===== src/rtl/irq_arbiter.sv =====
// irq_arbiter: latches rising edges of interrupt sources as pending, masks them,
// picks one and raises a registered request to the control unit. Tracks the
// running handler so requests never nest and never fire while in kernel space.
// Optional macro IRQ_ROUND_ROBIN_EN: rotating priority starting at rr_ptr
// instead of fixed lowest-index priority.
module irq_arbiter #(
    parameter int unsigned N_SRC = 4,
    parameter int unsigned CW    = 2
) (
    input  logic             clk,
    input  logic             reset,
    input  logic [N_SRC-1:0] irq_src,
    input  logic             mask_wr,
    input  logic [N_SRC-1:0] mask_wdata,
    input  logic             pc_kernel,
    input  logic             irq_taken,
    input  logic             eret,
    output logic             irq_sig,
    output logic [CW-1:0]    irq_cause,
    output logic [N_SRC-1:0] pending,
    output logic [N_SRC-1:0] mask,
    output logic             in_service
);

    typedef enum logic [1:0] {StIdle, StReq, StService} state_e;

    state_e           state_q, state_d;
    logic [N_SRC-1:0] src_q;
    logic [N_SRC-1:0] pending_q, pending_d;
    logic [N_SRC-1:0] mask_q, mask_d;
    logic [N_SRC-1:0] eligible;
    logic [N_SRC-1:0] cause_oh;
    logic [N_SRC-1:0] clr;
    logic [CW-1:0]    cause_q, cause_d;
    logic [CW-1:0]    sel;
    logic             sig_q, sig_d;
    logic             insvc_q, insvc_d;
`ifdef IRQ_ROUND_ROBIN_EN
    logic [CW-1:0]    rr_q, rr_d;
    logic [CW-1:0]    hi_sel, wrap_sel;
    logic             hi_found;
`endif

    assign eligible = pending_q & mask_q;
    assign cause_oh = N_SRC'(1) << cause_q;

`ifdef IRQ_ROUND_ROBIN_EN
    // Rotating pick: lowest eligible index >= rr_q, else wrap to lowest eligible overall.
    always_comb begin
        hi_sel   = '0;
        wrap_sel = '0;
        hi_found = 1'b0;
        for (int i = N_SRC - 1; i >= 0; i--) begin
            if (eligible[i]) begin
                wrap_sel = CW'(i);
                if (CW'(i) >= rr_q) begin
                    hi_sel   = CW'(i);
                    hi_found = 1'b1;
                end
            end
        end
        sel = hi_found ? hi_sel : wrap_sel;
    end
`else
    // Fixed pick: scanning downward leaves the lowest eligible index in sel.
    always_comb begin
        sel = '0;
        for (int i = N_SRC - 1; i >= 0; i--) begin
            if (eligible[i]) begin
                sel = CW'(i);
            end
        end
    end
`endif

    // Next-state and output decode for the request/service handshake.
    always_comb begin
        state_d = state_q;
        cause_d = cause_q;
        sig_d   = sig_q;
        insvc_d = insvc_q;
        clr     = '0;
`ifdef IRQ_ROUND_ROBIN_EN
        rr_d    = rr_q;
`endif
        unique case (state_q)
            StIdle: begin
                if ((|eligible) && !pc_kernel && !eret) begin
                    state_d = StReq;
                    cause_d = sel;
                    sig_d   = 1'b1;
                end
            end
            StReq: begin
                // Acceptance beats withdrawal when both happen in one cycle.
                if (irq_taken) begin
                    clr     = cause_oh;
                    sig_d   = 1'b0;
                    insvc_d = 1'b1;
                    state_d = StService;
`ifdef IRQ_ROUND_ROBIN_EN
                    rr_d    = (cause_q == CW'(N_SRC - 1)) ? '0 : cause_q + 1'b1;
`endif
                end else if (!(|(mask_q & cause_oh)) || pc_kernel) begin
                    sig_d   = 1'b0;
                    state_d = StIdle;
                end
            end
            StService: begin
                if (eret) begin
                    insvc_d = 1'b0;
                    state_d = StIdle;
                end
            end
            default: state_d = StIdle;
        endcase
    end

    // A fresh edge overrides a same-cycle clear, so no interrupt is lost.
    always_comb begin
        pending_d = (pending_q & ~clr) | (irq_src & ~src_q);
        mask_d    = mask_wr ? mask_wdata : mask_q;
    end

    // State, edge-detect, pending and mask registers.
    always_ff @(posedge clk or posedge reset) begin
        if (reset) begin
            state_q   <= StIdle;
            src_q     <= '0;
            pending_q <= '0;
            mask_q    <= '0;
            cause_q   <= '0;
            sig_q     <= 1'b0;
            insvc_q   <= 1'b0;
`ifdef IRQ_ROUND_ROBIN_EN
            rr_q      <= '0;
`endif
        end else begin
            state_q   <= state_d;
            src_q     <= irq_src;
            pending_q <= pending_d;
            mask_q    <= mask_d;
            cause_q   <= cause_d;
            sig_q     <= sig_d;
            insvc_q   <= insvc_d;
`ifdef IRQ_ROUND_ROBIN_EN
            rr_q      <= rr_d;
`endif
        end
    end

    assign irq_sig    = sig_q;
    assign irq_cause  = cause_q;
    assign pending    = pending_q;
    assign mask       = mask_q;
    assign in_service = insvc_q;

endmodule


===== config.mk =====
export PLATFORM = sky130hd
export DESIGN_NAME = irq_arbiter
export DESIGN_NICKNAME = d
export VERILOG_FILES = /design/src/rtl/irq_arbiter.sv
export SDC_FILE = /design/constraint.sdc
export NUM_CORES = 1
export LEC_CHECK = 0
export CAP_MARGIN = 20
export CORE_ASPECT_RATIO = 1.2
export CORE_UTILIZATION = 30
export CTS_CLUSTER_DIAMETER = 80
export CTS_CLUSTER_SIZE = 30
export DETAILED_ROUTE_END_ITERATION = 10
export GPL_ROUTABILITY_DRIVEN = 0
export PLACE_DENSITY = 0.65
export SYNTH_ARGS = -nofsm -noshare
export SYNTH_HDL_FRONTEND = slang
export SYNTH_SLANG_ARGS = --single-unit

===== constraint.sdc =====
create_clock -name clk -period 1.9 [get_ports clk]
set_input_delay 0.285 -clock clk [delete_from_list [all_inputs] [get_ports clk]]
set_output_delay 0.285 -clock clk [all_outputs]
set_load 0.05 [all_outputs]

==> results of run 1 <==
==> metal layers <==
layer  track usage (%)  vias to the layer above
met5                 0                        -
met4              4.90                        0
met3              2.57                        2
met2              19.4                       26
met1              17.7                      287
li1                  -                      276
==> cell type report <==
type	instances	area (um2)
timing repair buffer	25	250
multi-input combinational	35	262
fill	235	1240
tap	31	38.8
sequential	18	450
clock buffer	4	36.3
inverter	7	26.3
==> cells by family after synthesis <==
logic type      after synthesis  share of synthesized area, %
simple gates                 12                          8.14
buf+inv                       7                          3.56
mux                           5                          9.15
flops                        18                          61.0
compound gates               18                          18.1
==> worst max path at each step <==
stage	end	slack, ns	cells after the start
2_1_floorplan	state_q[0]	0.25	2
3_3_place_gp	irq_sig	0.22	5
3_5_place_dp	irq_cause[0]	0.19	5
4_1_cts	irq_cause[0]	0.04	1
5_1_grt	pending[1]	0.01	1
6_report	mask[1]	0.05	1
==> placed cells by master, fill, tap and decap left out <==
master,count
buf_4,1
nor2_2,1
nor2_1,2
nand4_1,1
clkbuf_4,3
nand2_1,5
nand3_1,2
a21oi_1,2
or4_4,1
inv_1,7
clkbuf_8,1
a31oi_4,1
mux2_2,4
clkdlybuf4s50_1,23
a22oi_1,1
mux4_2,1
dfrtp_1,18
o22a_2,1
o21ai_0,7
a31oi_1,1
a41o_2,1
dlymetal6s2s_1,1
a32o_1,1
o31ai_1,3
==> Yosys cell counts <==
cell and n:
a21oi_1 2, a22oi_1 1, a31oi_1 1, a31oi_4 1, a32o_1 1, a41o_2 1, dfrtp_1 18, inv_1 7
mux2_2 4, mux4_2 1, nand2_1 5, nand3_1 2, nand4_1 1, nor2_1 2, nor2_2 1, o21ai_0 7
o22a_2 1, o31ai_1 3, or4_4 1
==> per-stage QoR <==
step | instance area (um2) | hold slack (ns) | std cells | util [%]
after floorplan | 738 | 0.224 | 60 | -
after global placement | 1020 | 0.407 | 116 | 44.4
after detailed placement | 1020 | 0.417 | 116 | 44.4
after CTS | 1060 | 0.410 | 120 | 46.0
after global routing | 1060 | 0.449 | 120 | 46.1
final | 1060 | 0.379 | 120 | 46.1
==> flip-flops by register name (all words and copies together), names as in the netlist <==
| signal | flops |
|---|---|
| mask | 4 |
| pending | 4 |
| src_q | 4 |
| irq_cause | 2 |
| state_q | 2 |
| in_service | 1 |
| irq_sig | 1 |
==> where the power goes <==
group	internal (mW)	total [mW]	switching, mW	leakage (nW)
registers	0.442	0.513	0.0703	0.206
clock network	0.117	0.230	0.113	0.0210
logic	0.170	0.442	0.272	0.227
total	0.729	1.18	0.455	0.454
==> results.py, run 1 <==
metrics = {
    "clock_tree": {
        "root_buffer": "clkbuf_4",
        "cts.clk_slew.worst_paths_ns": 0.10,
        "postCtsSetupBuffers": 0,
        "clk_path_buf_depth": 2,
        "htree_levels": 1,
        "cts-buffers-inserted": 3,
        "post_cts_resized": 0,
        "insertion_delay_ns": 0.29,
        "tritoncts": "done",
        "cts.sinks": 18,
        "cts-hold-fix-buffers": 0,
    },
    "routing": {
        "drtPass1Iterations": 4,
        "wirelength_um": 1530,
        "wire_per_inst_um": 12.7,
        "top_layer": "met4",
        "dr_wl_met2_um": 733,
        "drtAntennaViolNets": 0,
        "via_count": 591,
        "met1_length_um": 691,
        "route.met3.wl_um": 93,
        "post_drt_via_cell_ratio": 4.93,
        "drt_iter0_markers": 7,
        "remaining_drc_errors": 0,
    },
    "logic_synthesis": {
        "ys_ff_latch": 18,
        "netlist.area_leader.share_pct": 61.0,
        "netlist_instances": 60,
        "synth_area_um2": 738,
        "postSynthAreaPerCell_um2": 12.3,
        "synth_area_leaders": "dfrtp_1 (61%), mux2_2 (6.1%), o21ai_0 (4.7%)",
        "ys_warn_count": 0,
        "synth_top_area_cell": "dfrtp_1",
        "ys_types": 19,
        "synth_fp_nets": 74,
        "seq_area_frac_synth_pct": 61.0,
    },
    "floorplan": {
        "dieHeight_um": 56.3,
        "die_width_um": 47.3,
        "start_util_pct": 32.0,
        "coreArea_mm2": 0.00231,
        "fp-row-count": 19,
        "die_area_mm2": 0.00266,
        "pin_count": 26,
    },
    "critical_path": {
        "ff2ff_setup_slack_ns": 0.38,
        "r2r-end": "irq_cause[0]",
        "slowest_stage": "clkdlybuf4s50_1",
        "rr_worst_depth": 4,
        "cp.arrival_ns": 1.56,
        "critical_path_class": "flop to output pin",
        "crit_required_ns": 1.62,
        "worstPathMaxFanout": 5,
        "cp_top_family": "buffers and inverters",
        "crit_buf_inv": 1,
        "crit_chain": "clkdlybuf4s50_1",
        "cp-start-kind": "flop",
        "critPathLaunch": "mask[1]",
        "worst_r2r_startpoint": "state_q[0]",
        "max_stage_delay_ns": 0.84,
        "end_kind": "output pin",
    },
    "timing": {
        "hold_violations": 0,
        "worstMarginPinSlew_ns": 0.659,
        "fin_skew_ns": 0.00462,
        "timing.slew.headroom_pct": 56.0,
        "timing.final.crit_share_pct": 97.2,
        "period_needed_ns": 1.85,
        "tns_ns": 0,
        "finalMaxSlewViolations": 0,
        "setup_ws_ns": 0.0524,
        "setup_viol": 0,
        "max_freq_ghz": 0.541,
        "rsz0062_at_grt": "false",
    },
    "power_and_ir_drop": {
        "leakagePower_nw": 0.454,
        "ir_drop_mv": 0.605,
        "total_power_mw": 1.18,
        "power_density_mw_per_mm2": 1110,
    },
    "global_route": {
        "grt_first_pass_wirelength_um": 2520,
        "gr-total-overflow": 0,
        "grt_pass1_vias": 602,
        "antenna_found_initial": 0,
        "grt_start_max_net_pins": 19,
        "grtUsageTotal_pct": 12.9,
    },
    "final_layout": {
        "areaGrowthSynthToFinish_pct": 44.1,
        "final_nets": 104,
        "antennaDiodeCount": 0,
        "drive_gt1_share_pct": 16.9,
    },
    "min_path": {
        "min_path_type": "input pin to asynchronous set/reset pin",
    },
    "status": {
        "status": "finished, final reports clean",
    },
    "flow_run": {
        "drv_cap": 0,
    },
    "place": {
        "dp_hpwl_um": 1130,
        "dp_slack_ns": 0.191,
        "portBuffers": 25,
    },
}
(Power assumes the default switching activity.)
==> inputs of run 2 (changes only) <==
CORE_MARGIN = 10   (was unset)
==> results.py, run 2 (same netlist as run 1, synthesis figures left out) <==
metrics = {
    "final_layout": {
        "fin_area_mm2": 0.00106,
        "areaGrowthSynthToFinish_pct": 43.7,
        "final_util_pct": 45.5,
        "final_nets": 105,
        "antennaDiodeCount": 0,
        "final_common_cell": "clkdlybuf4s50_1",
        "most-common-layout-cells": "clkdlybuf4s50_1 (21), dfrtp_1 (18), inv_1 (7), o21ai_0 (7)",
        "drive_gt1_share_pct": 21.1,
    },
    "critical_path": {
        "max_stage_delay_ns": 0.83,
        "cp.arrival_ns": 1.55,
        "worst_r2r_startpoint": "state_q[0]",
        "r2r-end": "irq_sig",
        "cp-start-kind": "flop",
        "crit_chain": "clkdlybuf4s50_1",
        "slowest_stage": "clkdlybuf4s50_1",
        "crit_required_ns": 1.62,
        "critical_path_class": "flop to output pin",
        "crit_path_end": "pending[0]",
        "worstSetupPathDepth": 1,
        "end_kind": "output pin",
        "rr_worst_depth": 4,
        "critPathLaunch": "pending[0]",
        "ff2ff_setup_slack_ns": 0.38,
        "worstPathMaxFanout": 4,
        "cp_top_family": "buffers and inverters",
        "crit_buf_inv": 1,
    },
    "routing": {
        "remaining_drc_errors": 0,
        "drtPass1Iterations": 4,
        "wirelength_um": 1800,
        "via_count": 584,
        "drtAntennaViolNets": 0,
        "drt_iter0_markers": 27,
        "wire_per_inst_um": 14.9,
        "post_drt_via_cell_ratio": 4.83,
    },
    "timing": {
        "timing.final.crit_share_pct": 96.4,
        "rsz0062_at_grt": "false",
        "finalHoldWorstSlack_ns": 0.292,
        "tns_ns": 0,
        "max_freq_ghz": 0.546,
        "hold_violations": 0,
        "setup_viol": 0,
        "period_needed_ns": 1.83,
        "setup_ws_ns": 0.0687,
        "timing.slew.headroom_pct": 65.7,
        "worstMarginPinSlew_ns": 0.513,
        "finalMaxSlewViolations": 0,
        "fin_skew_ns": 0.00320,
    },
    "global_route": {
        "antenna_found_initial": 0,
        "grt_start_max_net_pins": 19,
        "gr-total-overflow": 0,
        "grtUsageTotal_pct": 7.95,
        "grt_pass1_vias": 621,
        "grt_first_pass_wirelength_um": 2970,
    },
    "place": {
        "dp_slack_ns": 0.201,
        "placed_area_mm2": 0.00102,
        "portBuffers": 25,
        "dp_hpwl_um": 1480,
    },
    "clock_tree": {
        "post_cts_resized": 0,
        "insertion_delay_ns": 0.29,
        "postCtsSetupBuffers": 0,
        "tritoncts": "done",
        "cts-buffers-inserted": 3,
        "root_buffer": "clkbuf_4",
        "cts.sinks": 18,
        "cts.clk_slew.worst_paths_ns": 0.10,
        "clk_path_buf_depth": 2,
        "cts-hold-fix-buffers": 0,
        "htree_levels": 1,
    },
    "flow_run": {
        "drv_cap": 0,
    },
    "floorplan": {
        "pin_count": 26,
        "dieHeight_um": 74.3,
        "coreArea_mm2": 0.00233,
        "die_width_um": 65.3,
        "start_util_pct": 31.7,
        "die_area_mm2": 0.00485,
        "fp-row-count": 19,
    },
    "power_and_ir_drop": {
        "power_density_mw_per_mm2": 1120,
        "leakagePower_nw": 0.447,
        "ir_drop_mv": 0.494,
    },
    "status": {
        "status": "finished, final reports clean",
    },
    "min_path": {
        "min_path_type": "input pin to asynchronous set/reset pin",
    },
}
[run 2: area by class of cell]
class,instances,area [um2]
sequential,18,450
timing repair buffer,26,248
multi-input combinational,35,262
clock buffer,4,36.3
fill,249,1270
inverter,7,26.3
tap,31,38.8
[run 2: power breakdown]
part           internal [mW]  switching, mW
logic                  0.168          0.277
registers              0.442         0.0699
clock network          0.117          0.112
[run 2: routing by layer]
metal | vias to the layer above | share of wire (%) | GRT usage [%]
met5 | - | 0 | 0
met4 | 0 | 0.72 | 5.24
met3 | 2 | 7.6 | 2.85
met2 | 25 | 52 | 12.5
met1 | 280 | 40 | 8.94
li1 | 277 | - | -
[run 2: how the worst min path moves through the flow]
stage,endpoint,slack [ns],from,depth (start not counted)
3_3_place_gp,pending[3],0.40,src_q[3],1
4_1_cts,src_q[1],0.28,reset,3
3_5_place_dp,pending[1],0.42,src_q[1],1
6_report,src_q[1],0.29,reset,3
2_1_floorplan,in_service,0.22,reset,1
5_1_grt,src_q[1],0.31,reset,3
[run 2: stage by stage]
stage                     cells  total power [mW]
after floorplan              60             0.799
after global placement      117             0.964
after detailed placement    117             0.972
after CTS                   121              1.21
after global routing        121              1.26
final                       121              1.18
==> inputs of run 3 (changes only) <==
CAP_MARGIN = unset   (was 20)
==> results of run 3 <==
The final DEF is identical to that of run 2; final timing and power are the same.
